**src/rtl/exu_disp_queue_pkg.sv**
```systemverilog
// Shared types for the execute dispatch queue: decode-info layout, group codes
// and the operand-select control view of the info bus.
package exu_disp_queue_pkg;

    localparam int DECINFO_W    = 16;
    localparam int GRP_W        = 3;
    localparam int DISP_NUM_GRP = 6;

    localparam int INFO_OP1PC  = 3;
    localparam int INFO_LUI    = 4;
    localparam int INFO_OP2IMM = 5;
    localparam int INFO_JUMP   = 6;
    localparam int INFO_RS1IMM = 7;

    typedef enum logic [GRP_W-1:0] {
        GRP_ALU    = 3'd0,
        GRP_BJP    = 3'd1,
        GRP_MULDIV = 3'd2,
        GRP_CSR    = 3'd3,
        GRP_MEM    = 3'd4,
        GRP_SYS    = 3'd5
    } grp_e;

    // Field order mirrors info bits [7:0]; codes 6 and 7 map to no unit.
    typedef struct packed {
        logic             rs1imm;
        logic             jump;
        logic             op2imm;
        logic             lui;
        logic             op1pc;
        logic [GRP_W-1:0] grp;
    } opsel_ctl_t;

    function automatic opsel_ctl_t decode_ctl(input logic [7:0] ctl_bits);
        return opsel_ctl_t'(ctl_bits);
    endfunction

endpackage

```
**src/rtl/exu_disp_queue_if.sv**
```systemverilog
// Decode-side push bus and execute-side dispatch bus of the dispatch queue.
interface exu_disp_queue_if #(
    parameter int DATA_W  = 32,
    parameter int NUM_GRP = exu_disp_queue_pkg::DISP_NUM_GRP
);
    import exu_disp_queue_pkg::*;

    logic                 in_valid_i;
    logic                 in_ready_o;
    logic [DECINFO_W-1:0] in_info_i;
    logic [DATA_W-1:0]    in_imm_i;
    logic [DATA_W-1:0]    in_pc_i;
    logic [DATA_W-1:0]    in_rs1_i;
    logic [DATA_W-1:0]    in_rs2_i;

    logic [NUM_GRP-1:0]   disp_valid_o;
    logic [NUM_GRP-1:0]   disp_ready_i;
    logic [DECINFO_W-1:0] disp_info_o;
    logic [DATA_W-1:0]    disp_op1_o;
    logic [DATA_W-1:0]    disp_op2_o;
    logic [DATA_W-1:0]    disp_rs2_o;
    logic [DATA_W-1:0]    disp_pc_o;

    modport master (
        output in_valid_i, in_info_i, in_imm_i, in_pc_i, in_rs1_i, in_rs2_i, disp_ready_i,
        input  in_ready_o, disp_valid_o, disp_info_o, disp_op1_o, disp_op2_o, disp_rs2_o, disp_pc_o
    );

    modport slave (
        input  in_valid_i, in_info_i, in_imm_i, in_pc_i, in_rs1_i, in_rs2_i, disp_ready_i,
        output in_ready_o, disp_valid_o, disp_info_o, disp_op1_o, disp_op2_o, disp_rs2_o, disp_pc_o
    );

endinterface

```
**src/rtl/exu_disp_opsel.sv**
```systemverilog
// Combinational operand selection per dispatch group; unmapped groups and SYS
// produce zero operands.
module exu_disp_opsel
    import exu_disp_queue_pkg::*;
#(
    parameter int DATA_W = 32
)(
    input  opsel_ctl_t        ctl_i,
    input  logic [DATA_W-1:0] imm_i,
    input  logic [DATA_W-1:0] pc_i,
    input  logic [DATA_W-1:0] rs1_i,
    input  logic [DATA_W-1:0] rs2_i,
    output logic [DATA_W-1:0] op1_o,
    output logic [DATA_W-1:0] op2_o
);

    always_comb begin
        op1_o = '0;
        op2_o = '0;
        case (ctl_i.grp)
            GRP_ALU: begin
                op1_o = ctl_i.op1pc ? pc_i : (ctl_i.lui ? '0 : rs1_i);
                op2_o = ctl_i.op2imm ? imm_i : rs2_i;
            end
            GRP_BJP: begin
                // Jumps compute the link address PC+4; branches compare rs1/rs2.
                op1_o = ctl_i.jump ? pc_i : rs1_i;
                op2_o = ctl_i.jump ? DATA_W'(4) : rs2_i;
            end
            GRP_MULDIV: begin
                op1_o = rs1_i;
                op2_o = rs2_i;
            end
            GRP_CSR: begin
                op1_o = ctl_i.rs1imm ? imm_i : rs1_i;
            end
            GRP_MEM: begin
                op1_o = rs1_i;
                op2_o = imm_i;
            end
            default: ;
        endcase
    end

endmodule

```
**src/rtl/exu_disp_queue.sv**
```systemverilog
// In-order dispatch buffer between decode and execute units with per-group issue.
// Define DISP_BYPASS_EN to let an instruction issue straight from the input when the queue is empty.
module exu_disp_queue
    import exu_disp_queue_pkg::*;
#(
    parameter int DEPTH   = 4,
    parameter int DATA_W  = 32,
    parameter int NUM_GRP = DISP_NUM_GRP
)(
    input  logic                   clk,
    input  logic                   rst,
    input  logic                   flush_i,
    exu_disp_queue_if.slave        bus,
    output logic                   illegal_o,
    output logic [$clog2(DEPTH):0] count_o,
    output logic [31:0]            stall_cnt_o
);

    localparam int PTR_W = $clog2(DEPTH);
    localparam int CNT_W = PTR_W + 1;

    genvar gi;

    logic [DECINFO_W-1:0] info_mem [DEPTH];
    logic [DATA_W-1:0]    op1_mem  [DEPTH];
    logic [DATA_W-1:0]    op2_mem  [DEPTH];
    logic [DATA_W-1:0]    rs2_mem  [DEPTH];
    logic [DATA_W-1:0]    pc_mem   [DEPTH];

    logic [PTR_W-1:0] head_q, head_d, tail_q, tail_d;
    logic [CNT_W-1:0] count_q, count_d;
    logic [31:0]      stall_q, stall_d;
    logic             illegal_q, illegal_d;

    logic empty, full, push, pop;
    logic head_known, head_legal, head_bad, q_fire;
    logic [DECINFO_W-1:0] head_info;
    logic [GRP_W-1:0]     head_grp;
    logic [NUM_GRP-1:0]   q_valid;

    opsel_ctl_t        in_ctl;
    logic [DATA_W-1:0] wr_op1, wr_op2;

    logic               byp_fire;
    logic [NUM_GRP-1:0] byp_valid;
    logic [DATA_W-1:0]  byp_op1, byp_op2;

    assign empty = (count_q == '0);
    assign full  = (count_q == CNT_W'(DEPTH));

    assign in_ctl = decode_ctl(bus.in_info_i[7:0]);

    // Operands are captured at push so later regfile writes cannot alter queued entries.
    exu_disp_opsel #(.DATA_W(DATA_W)) u_opsel_wr (
        .ctl_i (in_ctl),
        .imm_i (bus.in_imm_i),
        .pc_i  (bus.in_pc_i),
        .rs1_i (bus.in_rs1_i),
        .rs2_i (bus.in_rs2_i),
        .op1_o (wr_op1),
        .op2_o (wr_op2)
    );

    assign head_info  = info_mem[head_q];
    assign head_grp   = head_info[GRP_W-1:0];
    assign head_known = int'(head_grp) < NUM_GRP;
    assign head_legal = !empty && head_known;
    assign head_bad   = !empty && !head_known;

    for (gi = 0; gi < NUM_GRP; gi++) begin : g_qsel
        assign q_valid[gi] = head_legal && (head_grp == GRP_W'(gi));
    end

    assign q_fire = |(q_valid & bus.disp_ready_i);

`ifdef DISP_BYPASS_EN
    logic [NUM_GRP-1:0] in_sel;

    for (gi = 0; gi < NUM_GRP; gi++) begin : g_bsel
        assign in_sel[gi] = (in_ctl.grp == GRP_W'(gi));
    end

    // An unmapped group never matches in_sel, so it always goes through storage.
    assign byp_fire  = empty && bus.in_valid_i && !flush_i && |(in_sel & bus.disp_ready_i);
    assign byp_valid = byp_fire ? in_sel : '0;

    exu_disp_opsel #(.DATA_W(DATA_W)) u_opsel_byp (
        .ctl_i (in_ctl),
        .imm_i (bus.in_imm_i),
        .pc_i  (bus.in_pc_i),
        .rs1_i (bus.in_rs1_i),
        .rs2_i (bus.in_rs2_i),
        .op1_o (byp_op1),
        .op2_o (byp_op2)
    );
`else
    assign byp_fire  = 1'b0;
    assign byp_valid = '0;
    assign byp_op1   = '0;
    assign byp_op2   = '0;
`endif

    assign bus.in_ready_o = !full;
    assign push = bus.in_valid_i && !full && !flush_i && !byp_fire;
    assign pop  = !flush_i && (q_fire || head_bad);

    always_comb begin
        head_d  = head_q;
        tail_d  = tail_q;
        count_d = count_q;
        if (flush_i) begin
            head_d  = '0;
            tail_d  = '0;
            count_d = '0;
        end else begin
            if (push) tail_d = tail_q + PTR_W'(1);
            if (pop)  head_d = head_q + PTR_W'(1);
            case ({push, pop})
                2'b10:   count_d = count_q + CNT_W'(1);
                2'b01:   count_d = count_q - CNT_W'(1);
                default: ;
            endcase
        end
    end

    assign stall_d   = (head_legal && !q_fire && (stall_q != '1)) ? stall_q + 32'd1 : stall_q;
    assign illegal_d = head_bad && !flush_i;

    always_ff @(posedge clk) begin
        if (rst) begin
            head_q    <= '0;
            tail_q    <= '0;
            count_q   <= '0;
            stall_q   <= '0;
            illegal_q <= 1'b0;
        end else begin
            head_q    <= head_d;
            tail_q    <= tail_d;
            count_q   <= count_d;
            stall_q   <= stall_d;
            illegal_q <= illegal_d;
        end
    end

    always_ff @(posedge clk) begin
        if (push) begin
            info_mem[tail_q] <= bus.in_info_i;
            op1_mem[tail_q]  <= wr_op1;
            op2_mem[tail_q]  <= wr_op2;
            rs2_mem[tail_q]  <= bus.in_rs2_i;
            pc_mem[tail_q]   <= bus.in_pc_i;
        end
    end

    // Every data output is zero whenever nothing is offered to a unit.
    always_comb begin
        bus.disp_valid_o = '0;
        bus.disp_info_o  = '0;
        bus.disp_op1_o   = '0;
        bus.disp_op2_o   = '0;
        bus.disp_rs2_o   = '0;
        bus.disp_pc_o    = '0;
        if (byp_fire) begin
            bus.disp_valid_o = byp_valid;
            bus.disp_info_o  = bus.in_info_i;
            bus.disp_op1_o   = byp_op1;
            bus.disp_op2_o   = byp_op2;
            bus.disp_rs2_o   = bus.in_rs2_i;
            bus.disp_pc_o    = bus.in_pc_i;
        end else if (head_legal) begin
            bus.disp_valid_o = q_valid;
            bus.disp_info_o  = head_info;
            bus.disp_op1_o   = op1_mem[head_q];
            bus.disp_op2_o   = op2_mem[head_q];
            bus.disp_rs2_o   = rs2_mem[head_q];
            bus.disp_pc_o    = pc_mem[head_q];
        end
    end

    assign illegal_o   = illegal_q;
    assign count_o     = count_q;
    assign stall_cnt_o = stall_q;

endmodule
```
**src/flat_wrapper.sv**
```systemverilog
// flat-port wrapper written by rule: the top's interface ports become plain ports
module exu_disp_queue_flat import exu_disp_queue_pkg::*;
#(
    parameter int DEPTH   = 4,
    parameter int DATA_W  = 32,
    parameter int NUM_GRP = DISP_NUM_GRP
)
  (clk, rst, flush_i, illegal_o, count_o, stall_cnt_o, bus_in_valid_i, bus_in_info_i, bus_in_imm_i, bus_in_pc_i, bus_in_rs1_i, bus_in_rs2_i, bus_disp_ready_i, bus_in_ready_o, bus_disp_valid_o, bus_disp_info_o, bus_disp_op1_o, bus_disp_op2_o, bus_disp_rs2_o, bus_disp_pc_o);
  exu_disp_queue_if #(.DATA_W(DATA_W), .NUM_GRP(NUM_GRP)) bus_i ();
  input  logic clk;
  input  logic rst;
  input  logic flush_i;
  output logic illegal_o;
  output logic [$clog2(DEPTH):0] count_o;
  output logic [31:0] stall_cnt_o;
  input wire logic [$bits(bus_i.in_valid_i)-1:0] bus_in_valid_i;
  input wire logic [$bits(bus_i.in_info_i)-1:0] bus_in_info_i;
  input wire logic [$bits(bus_i.in_imm_i)-1:0] bus_in_imm_i;
  input wire logic [$bits(bus_i.in_pc_i)-1:0] bus_in_pc_i;
  input wire logic [$bits(bus_i.in_rs1_i)-1:0] bus_in_rs1_i;
  input wire logic [$bits(bus_i.in_rs2_i)-1:0] bus_in_rs2_i;
  input wire logic [$bits(bus_i.disp_ready_i)-1:0] bus_disp_ready_i;
  output wire logic [$bits(bus_i.in_ready_o)-1:0] bus_in_ready_o;
  output wire logic [$bits(bus_i.disp_valid_o)-1:0] bus_disp_valid_o;
  output wire logic [$bits(bus_i.disp_info_o)-1:0] bus_disp_info_o;
  output wire logic [$bits(bus_i.disp_op1_o)-1:0] bus_disp_op1_o;
  output wire logic [$bits(bus_i.disp_op2_o)-1:0] bus_disp_op2_o;
  output wire logic [$bits(bus_i.disp_rs2_o)-1:0] bus_disp_rs2_o;
  output wire logic [$bits(bus_i.disp_pc_o)-1:0] bus_disp_pc_o;
  assign bus_i.in_valid_i = bus_in_valid_i;
  assign bus_i.in_info_i = bus_in_info_i;
  assign bus_i.in_imm_i = bus_in_imm_i;
  assign bus_i.in_pc_i = bus_in_pc_i;
  assign bus_i.in_rs1_i = bus_in_rs1_i;
  assign bus_i.in_rs2_i = bus_in_rs2_i;
  assign bus_i.disp_ready_i = bus_disp_ready_i;
  assign bus_in_ready_o = bus_i.in_ready_o;
  assign bus_disp_valid_o = bus_i.disp_valid_o;
  assign bus_disp_info_o = bus_i.disp_info_o;
  assign bus_disp_op1_o = bus_i.disp_op1_o;
  assign bus_disp_op2_o = bus_i.disp_op2_o;
  assign bus_disp_rs2_o = bus_i.disp_rs2_o;
  assign bus_disp_pc_o = bus_i.disp_pc_o;
  exu_disp_queue #(.DEPTH(DEPTH), .DATA_W(DATA_W), .NUM_GRP(NUM_GRP)) u_core (.clk(clk), .rst(rst), .flush_i(flush_i), .bus(bus_i), .illegal_o(illegal_o), .count_o(count_o), .stall_cnt_o(stall_cnt_o));
endmodule
```
**config.mk**
```make
export PLATFORM = sky130hd
export DESIGN_NAME = exu_disp_queue_flat
export DESIGN_NICKNAME = d
export VERILOG_FILES = /design/src/rtl/exu_disp_queue_pkg.sv /design/src/rtl/exu_disp_queue_if.sv /design/src/rtl/exu_disp_opsel.sv /design/src/rtl/exu_disp_queue.sv /design/src/flat_wrapper.sv
export SDC_FILE = /design/constraint.sdc
export NUM_CORES = 1
export LEC_CHECK = 0
export CORE_AREA = 3 3 294 296
export CTS_CLUSTER_SIZE = 30
export DETAILED_ROUTE_END_ITERATION = 6
export DIE_AREA = 0 0 297 299
export SLEW_MARGIN = 15
export SYNTH_ARGS = -nofsm -noshare
export SYNTH_HDL_FRONTEND = slang
export SYNTH_SLANG_ARGS = --single-unit
export TNS_END_PERCENT = 5
```
**constraint.sdc**
```tcl
create_clock -name clk -period 9 [get_ports clk]
set_input_delay 1.8 -clock clk [delete_from_list [all_inputs] [get_ports clk]]
set_output_delay 1.8 -clock clk [all_outputs]
set_load 0.1 [all_outputs]
```
# Yosys cells after proc, flatten, opt, wreduce, memory -nomap -nowiden
# Memory sizes are Yosys's and may differ from the RTL's. A register that Yosys moved wholly into a read port is not among the register bits.
# Index checks and enable logic that the tools add are counted.
[classes] addsub=5 order_cmp=1 eq_ne=13 muxes=27 bitwise_logic=1 n_reduce_logical=27
[ops] operator="$mux W32" count=10
[ops] operator="$pmux W32 S4" count=2
[ops] operator="$add A32 B1 Y32 const B" count=1
[ops] operator="$ne A32 B32 Y1 const B" count=1
[ops] operator="$mux W2" count=10
[ops] operator="$mux W16" count=1
[ops] operator="$logic_and A1 B1 Y1" count=14
[ops] operator="$eq A3 B2 Y1 const B" count=4
[ops] operator="$eq A3 B3 Y1 const B" count=4
[ops] operator="$logic_not A3 Y1" count=3
[ops] operator="$and A6 B6 Y6" count=1
[ops] operator="$eq A3 B1 Y1 const B" count=2
[ops] operator="$mux W6" count=1
[ops] operator="$pmux W3 S2" count=1
[ops] operator="$reduce_or A6 Y1" count=1
[ops] operator="$logic_not A1 Y1" count=5
[ops] operator="$add A2 B1 Y2 const B" count=2
[ops] operator="$reduce_or A2 Y1" count=2
[ops] operator="$add A3 B1 Y3 const B" count=1
[ops] operator="$lt A3 B3 Y1 const B" count=1
[ops] operator="$sub A3 B1 Y3 const B" count=1
[ops] operator="$eq A2 B1 Y1 const B" count=1
[ops] operator="$eq A2 B2 Y1 const B" count=1
[ops] operator="$mux W1" count=2
[ops] operator="other kinds (2)" count=2
[totals] regBits=40 ramBits=576 inputBits=154 out_inout_bits=187 elab_cells=84 memories=5
[mem_list] memory="u_core.op1_mem" depth=4 width=32 read_ports=1 rd_clocked_by_memory_dff=1 write_ports=1 line_no="exu_disp_queue.sv:25" rtl="logic [DATA_W-1:0] op1_mem [DEPTH];"
[mem_list] memory="u_core.op2_mem" depth=4 width=32 read_ports=1 rd_clocked_by_memory_dff=1 write_ports=1 line_no="exu_disp_queue.sv:26" rtl="logic [DATA_W-1:0] op2_mem [DEPTH];"
[mem_list] memory="u_core.pc_mem" depth=4 width=32 read_ports=1 rd_clocked_by_memory_dff=1 write_ports=1 line_no="exu_disp_queue.sv:28" rtl="logic [DATA_W-1:0] pc_mem [DEPTH];"
[mem_list] memory="u_core.rs2_mem" depth=4 width=32 read_ports=1 rd_clocked_by_memory_dff=1 write_ports=1 line_no="exu_disp_queue.sv:27" rtl="logic [DATA_W-1:0] rs2_mem [DEPTH];"
[mem_list] memory="u_core.info_mem" depth=4 width=16 read_ports=1 rd_clocked_by_memory_dff=1 write_ports=1 line_no="exu_disp_queue.sv:24" rtl="logic [DECINFO_W-1:0] info_mem [DEPTH];"

# Depth between registers and ports, before layout
# Gate-level depths: netlist (run 1).
[depth] depth_word=10 ltp_mapped=12 mapped_depth_nobuf=11

# Cells and area by module
# Synthesis (run 1) repeated with hierarchy kept, for this count alone.
[hier_totals] hier_cells=1518 hier_area_um2=26591.8
[modules_own_cells] mod="exu_disp_queue" instances=1 cells_per_inst=1234 area_each_um2=24106.9 seq_area_each_um2=18137.4
[modules_own_cells] mod="exu_disp_opsel" instances=1 cells_per_inst=284 area_each_um2=2484.9 seq_area_each_um2=0.0

# Worst setup path before layout (run 1)
# No wires, ideal clock.
[synth_path] path_type="register -> register" from="register u_core.count_q[0] (netlist: u_core.count_o[0])" to="memory u_core.info_mem[0][0], enable pin" setup_time_ps=521 arrival_time_ps=5818 required_time_ps=8479 setup_slack_ps=2661 path_stages_with_launch=6 path_buffers=0 period_less_slack_ps=6339 cell_sequence="dfxtp_1 -> inv_1 -> nand3_1 -> nand2_1 -> nor2_1 -> and2_1"
[synth_via] elab_chain_cells=6
[synth_rtl] element="start: declaration" line_no="exu_disp_queue.sv:31" rtl="logic [CNT_W-1:0] count_q, count_d;"
[synth_rtl] element="start signal: assignment" line_no="exu_disp_queue.sv:139" rtl="count_q <= count_d;"
[synth_rtl] element="$eq A3 B3 Y1" line_no="exu_disp_queue.sv:49" rtl="assign full = (count_q == CNT_W'(DEPTH));"
[synth_rtl] element="$logic_not A1 Y1"
[synth_rtl] element="via bus_in_ready_o" line_no="flat_wrapper.sv:23" rtl="output wire logic [$bits(bus_i.in_ready_o)-1:0] bus_in_ready_o;"
[synth_rtl] element="$logic_and A1 B1 Y1 (2 in a row)" line_no="exu_disp_queue.sv:104" rtl="assign push = bus.in_valid_i && !full && !flush_i && !byp_fire;"
[synth_rtl] element="$mux W1" line_no="exu_disp_queue.sv:146" rtl="if (push) begin"
[synth_rtl] element="$mux W1 (implied by the code)" line_no="exu_disp_queue.sv:147" rtl="info_mem[tail_q] <= bus.in_info_i;"
[synth_rtl] element="end: declaration" line_no="exu_disp_queue.sv:24"
# The timed path passes the listed nets, and every way through them passes these cells.

==> summary.md, run 1 <==
| Metric | Value |
|---|---|
| Number of gates resized after CTS | 0 |
| Full die area | 88800 µm² |
| Setup CP Type | flop to output port |
| Mux contribution to synthesized area | 13.9% |
| Hold_buf cts | 0 |
| Met1 usage in global routing | 21.7% |
| Post-CTS Repair Setup Buffers | 0 |
| Synthesized area | 25100 µm² |
| Required @ worst endpoint | 7.20 ns |
| Final cycle utilization of the critical path | 76.4% |
| Syn Area/Cell | 17.9 µm² |
| Final nets | 1898 |
| Cts bufs inserted | 72 |
| H-Tree Level Count | 3 |
| Final hold vios | 0 |
| Compound-Gate Fraction of Synth Area | 3.18% |
| Fin crit period | 6.88 ns |
| GPL Wtd Cong | 0.799 |
| Starting Density | 29.9% |
| DRT iter0 DRCs | 1144 |
| Count of warnings emitted by yosys | 0 |
| FP Rows | 106 |
| Share of layout cells above drive strength 1 | 17.2% |
| Largest family of logic cells by synthesized area | multiplexers |
| Yosys cell types | 47 |
| CP Data Arrival Time | 5.08 ns |
| Met2 Usage GRT | 25.2% |
| Predominant post-synthesis flop cell | edfxtp_1 |
| Synthesized-area fraction occupied by adder cells | 0.379% |
| Max VDD drop | 145 µV |
| Hold Crit Class | flop to flop |
| Worst skew pair latency | 0.61 ns |
| Via Count | 14600 |
| Cells after synthesis | 1399 |
| Root Driver | clkbuf_16 |
| Die X | 297 µm |
| Vias in the first global route | 15400 |
| Async SR Flop Fraction | 0% |
| Status | finished clean |
| Largest net degree at the start of global routing | 83 |
| Core area | 83800 µm² |
| Number of synthesized register bits | 618 |
| Routed len/inst | 24.6 µm |
| Sequential-to-total area share from yosys stat | 72.4% |
| CTS tree | done |
| Rel. slew slack | 23.3% |
| Antenna-violating nets left | 0 |
| Peak Freq | 145 MHz |
| Worst-Margin Slew | 1.14 ns |
| Top cell type's share of synthesized area | 69.0% |
| Grt total ovfl | 0 |
| MaxCap Viol Count | 0 |
| Initial antenna violation count | 9 |
| Synth top area cells | edfxtp_1 (69%), mux4_2 (13%), and3_1 (3.6%), dfxtp_1 (3.4%), nand2_1 (1.2%) |
| Most frequent cell after synthesis | edfxtp_1 |
| Post-synthesis net count | 1560 |
| Power Density | 207 nW/µm² |
| Vias per std cell | 4.99 |
| Post-synth top area cell | edfxtp_1 |
| Clk slew on worst S/H paths | 0.05 ns |
| DPL Wire Length | 44.3 mm |
| Final Slew Violations | 0 |
| CP Capture Type | output port |
| Pre-CTS WS | 2.69 ns |
| Simple-gate share of the synthesized area | 8.18% |
| Number of flops mapped to enable cells by yosys | 576 |
| Crit path launch type | flop |
| Num Clock Sinks | 618 |
| IO Count | 341 |
| Fillers | 7758 |
| Synth-to-layout area growth | 28.1% |
| Max FO, Critical Path | 82 |
| Drt first pass iters | 5 |
| First-pass GRT wire length | 105 mm |
| RSZ-0062 raised after global routing | no |
| Total track usage | 15.9% |
| Gr busiest metal | met2 |
| Setup TNS | 0 ns |
| Met3 GRT Util | 3.93% |
| Final WS setup | 2.12 ns |
| DR DRC count | 0 |
| Drt total wl | 72.0 mm |
| CTS max path bufs | 3 |
| IO Port Bufs | 340 |
| Clock skew | 0.0187 ns |
| Post-Synth XOR/XNOR Area | 0.175% |
| Final setup fails | 0 |
| Top cells by count, synth | edfxtp_1 (576), mux4_2 (145), and3_1 (143) |
| Die H | 299 µm |
| Static leakage | 10.7 nW |
[worst max-delay path, cell delays in order (launching register included)]
cell	delay (ns)
dfxtp_4	0.91
mux4_2	0.46
nand2_4	0.69
buf_4	0.69
and3_1	0.32
clkdlybuf4s50_1	1.16
[worst paths after layout]
| path | slack [ns] | cells after the start | from | end |
|---|---|---|---|---|
| hold reg to reg | 0.52 | 2 | u_core.tail_q[1] | u_core.tail_q[1] |
| hold / removal | 0.52 | 2 | u_core.tail_q[1] | u_core.tail_q[1] |
| setup / recovery | 2.12 | 5 | flop | bus_disp_op2_o[14] |
| setup reg to reg | 4.31 | 7 | flop | u_core.stall_cnt_o[24] |
[stage by stage]
step	instance area [µm²]	power [mW]	cells	util, %	hold slack (ns)
6_report	32100	6.66	2929	38.3	0.521
5_1_grt	32100	6.90	2927	38.3	0.545
3_3_place_gp	29700	3.79	2797	35.5	0.487
2_1_floorplan	25100	3.58	1399	-	0.469
3_5_place_dp	29700	3.80	2797	35.5	0.505
4_1_cts	32100	6.75	2926	38.3	0.521
[cell families after synthesis]
| kind of cell | count (synthesis) |
|---|---|
| AOI/OAI and AO/OA | 111 |
| xor gates and xnor gates | 5 |
| adders and majority gates | 7 |
| buffers and inverters | 113 |
| DFF | 618 |
| muxes | 165 |
| and+or+nand+nor | 380 |
[layout by cell type (no fill, tap or decap), drive strengths merged, types with 28 or more instances in the layout]
master,instances
and3,143
nor2,48
a22o,31
nand2,82
clkinv,28
a22oi,32
clkbuf,83
mux4,145
dfxtp,42
clkdlybuf4s50,336
edfxtp,576
[power by group]
| part | total [mW] | internal (mW) | switching [mW] |
|---|---|---|---|
| clock network | 2.92 | 1.74 | 1.18 |
| logic | 0.518 | 0.168 | 0.350 |
| registers | 3.22 | 3.20 | 0.0128 |
| total | 6.66 | 5.11 | 1.54 |
[final cells by class]
type	instances	area, µm²	area share [%]
flip-flops and latches	618	18100	56.5
multi-input cells	668	6550	20.4
repair buffers	361	3550	11.1
clock buffers	83	1890	5.87
well taps	1134	1420	4.42
clock inverters	46	490	1.53
inverters	16	60.1	0.187
diodes	3	7.51	0.0234
[routing by layer]
layer  routed length [µm]  vias up
met3                 5580       99
met1                30900     7576
met2                33900      600
li1                     -     6348
met5                   34        -
met4                 1590        6
[registers in the layout (all words and copies together), names as in the netlist, named ones only]
register and flops:
u_core.count_o 3, u_core.head_q 2, u_core.illegal_o 1, u_core.info_mem 64, u_core.op1_mem 128, u_core.op2_mem 128, u_core.pc_mem 128, u_core.rs2_mem 128
u_core.stall_cnt_o 32, u_core.tail_q 2
Power figures use the tool's default switching activity.
==> run 2, diff against run 1 <==
clock period = 6.9 ns   (was 9 ns; I/O delays follow)
==> run 2 against run 1 <==
Non-clock buffer count rose by 3. Setup slack got worse by 1.0 ns. Global-route usage shrank 0.58 points. Register-to-register slack got worse by 1.4 ns. Via count is 1.2% lower. Core utilization is 0.18 points lower. Sequential power grew 30%. Final cell count hardly changed. Largest cell class unchanged. Largest power group unchanged.
==> summary.md, run 2 (same netlist as run 1, synthesis figures left out) <==
| Metric | Value |
|---|---|
| Status | finished clean |
| Static leakage | 10.6 nW (-0.91%) |
| Sw Share | 23.7% (+0.50 points) |
| RSZ-0062 raised after global routing | no |
| Clk slew on worst S/H paths | 0.06 ns (about the same) |
| Peak Freq | 172 MHz |
| Cts bufs inserted | 69 (-4.2%) |
| CP Data Arrival Time | 4.44 ns (-0.64 ns) |
| Worst-Margin Slew | 1.10 ns (-0.0437 ns) |
| Synth-to-layout area growth | 27.5% |
| Cell area after layout | 32000 µm² (-0.47%) |
| Hold Crit Depth | 2 (unchanged) |
| Crit path launch type | flop |
| CP Capture Type | output port |
| Placed instance area | 29800 µm² (+0.26%) |
| IO Port Bufs | 340 (unchanged) |
| Full die area | 88800 µm² (unchanged) |
| Clock skew | 0.0250 ns (+0.00627 ns) |
| Worst path bufs/invs | 2 (unchanged) |
| Commonest non-fill, non-tap cells in the layout | edfxtp_1 (576), clkdlybuf4s50_1 (335), mux4_2 (145) |
| Gate power share | 8.1% (+0.3 points) |
| Final setup fails | 0 (unchanged) |
| GPL Wtd Cong | 0.807 (+1.0%) |
| H-Tree Level Count | 3 (unchanged) |
| Delay-heaviest family, CP | buffers and inverters |
| Required @ worst endpoint | 5.52 ns (-1.68 ns) |
| Int Pwr | 6.35 mW (+24%) |
| DPL Wire Length | 43.2 mm (-2.3%) |
| Core area | 83800 µm² (unchanged) |
| Die H | 299 µm (unchanged) |
| Fin crit period | 5.82 ns |
| Reg2reg path depth | 7 (unchanged) |
| Power Density | 260 nW/µm² (+26%) |
| Post-CTS Repair Setup Buffers | 0 (unchanged) |
| Cell at the slowest stage of the critical path | clkdlybuf4s50_1 |
| Rel. slew slack | 26.7% (+3.4 points) |
| Layout Cells excl Fill | 2927 (-0.068%) |
| Setup CP Type | flop to output port |
| Fillers | 7759 (+0.013%) |
| Final hold vios | 0 (unchanged) |
| Drt total wl | 69.0 mm (-4.1%) |
| Largest net degree at the start of global routing | 98 (+18%) |
| Final Slew Violations | 0 (unchanged) |
| Via Count | 14500 (-1.2%) |
| FP Rows | 106 (unchanged) |
| Clock Power Share | 41.5% (-2.4 points) |
| Reg power frac | 50.4% (+2.1 points) |
| Vias per std cell | 4.94 (-1.1%) |
| Commonest non-fill, non-tap cell in the layout | edfxtp_1 |
| Total track usage | 15.3% (-0.58 points) |
| Starting Density | 29.9% (unchanged) |
| IO Count | 341 (unchanged) |
| Psw | 1.97 mW (+28%) |
| CP Cell Sequence | mux4_2 -> nand2_8 -> buf_4 -> and3_1 -> clkdlybuf4s50_1 |
| MaxCap Viol Count | 0 (unchanged) |
| DR DRC count | 0 (unchanged) |
| Max VDD drop | 171 µV (+17%) |
| Setup TNS | 0 ns (unchanged) |
| First-pass GRT wire length | 102 mm (-2.6%) |
| Worst skew pair latency | 0.61 ns (about the same) |
| Final cycle utilization of the critical path | 84.3% |
| Number of gates resized after CTS | 0 (unchanged) |
| Routed len/inst | 23.6 µm (-4.0%) |
| Grt total ovfl | 0 (unchanged) |
| Crit-path max cell delay | 1.15 ns (about the same) |
| Hold_buf cts | 0 (unchanged) |
| Drt first pass iters | 5 (unchanged) |
| Hold Path Origin | u_core.tail_q[1] |
| Die X | 297 µm (unchanged) |
| Hold Path End | u_core.tail_q[1] |
| Share of layout cells above drive strength 1 | 16.7% (-0.52 points) |
| Initial antenna violation count | 8 (-1) |
| Antenna-violating nets left | 0 (unchanged) |
| Final nets | 1898 (unchanged) |
| Vias in the first global route | 15300 (-0.50%) |
| Hold Crit Class | flop to flop |
| DRT iter0 DRCs | 1260 (+10%) |
| Max FO, Critical Path | 97 (+18%) |
| Flop-to-flop setup slack | 2.93 ns (-1.38 ns) |
| Root Driver | clkbuf_16 |
| CTS tree | done |
| CTS max path bufs | 3 (unchanged) |
| Reg2Reg Capture Point | u_core.stall_cnt_o[21] |
| Num Clock Sinks | 618 (unchanged) |
| Post-Place Cells | 2800 (+0.11%) |
## run 2: cell count changes in the layout (fill, tap and decap cells not counted), moves of 2 or more
cell and change:
buf_12 +4, bufinv_16 -6, clkbuf_1 +10, clkbuf_16 -5, clkinv_1 -3, clkinv_16 +3
clkinv_2 -2, clkinvlp_4 -2, diode_2 +2
## run 2: worst max path at each step
stage | endpoint | depth (start not counted) | from
2_1_floorplan | u_core.info_mem[0][0] | 5 | u_core.count_o[0]
3_3_place_gp | bus_disp_op1_o[4] | 5 | flop
4_1_cts | bus_disp_op2_o[26] | 5 | flop
5_1_grt | bus_disp_op2_o[26] | 5 | flop
6_report | bus_disp_op2_o[26] | 5 | flop
3_5_place_dp | bus_disp_op2_o[26] | 5 | flop
## run 2: per-layer routing
layer,global-route usage [%],vias up,wire [µm]
li1,-,6346,-
met1,20.6,7513,29500
met3,4.08,93,4970
met2,24.9,498,33300
met5,0,-,13
met4,3.75,2,1350
## run 2: stage by stage
| stage | worst slack [ns] | total power, mW | utilization [%] | hold slack [ns] |
|---|---|---|---|---|
| after global placement | 1.42 | 4.94 | 35.5 | 0.484 |
| after detailed placement | 1.40 | 4.95 | 35.6 | 0.505 |
| final | 1.08 | 8.32 | 38.1 | 0.519 |
| after floorplan | 0.561 | 4.66 | - | 0.469 |
| after CTS | 0.702 | 8.43 | 38.1 | 0.516 |
| after global routing | 0.823 | 8.62 | 38.1 | 0.534 |
## run 2: tightest hold or removal path: stages (launching register included)
cell and delay (ns):
dfxtp_1 0.34, nand2_1 0.07, a21oi_1 0.06
## run 2: power groups by stage
stage / clock, mW / combinational, mW / sequential (mW)
2_1_floorplan: 0 / 0.382 / 4.28
3_3_place_gp: 0 / 0.671 / 4.27
3_5_place_dp: 0 / 0.682 / 4.27
4_1_cts: 3.55 / 0.684 / 4.19
5_1_grt: 3.71 / 0.714 / 4.20
6_report: 3.45 / 0.673 / 4.19
## run 2: layout make-up
| type | instances | area [µm²] | area share [%] |
|---|---|---|---|
| Antenna cell | 5 | 12.5 | 0.0392 |
| Clock buffer | 88 | 1800 | 5.63 |
| Clock inverter | 34 | 337 | 1.05 |
| Inverter | 16 | 60.1 | 0.188 |
| Multi-Input combinational cell | 668 | 6560 | 20.5 |
| Sequential cell | 618 | 18100 | 56.8 |
| Tap cell | 1134 | 1420 | 4.44 |
| Timing Repair Buffer | 364 | 3630 | 11.4 |
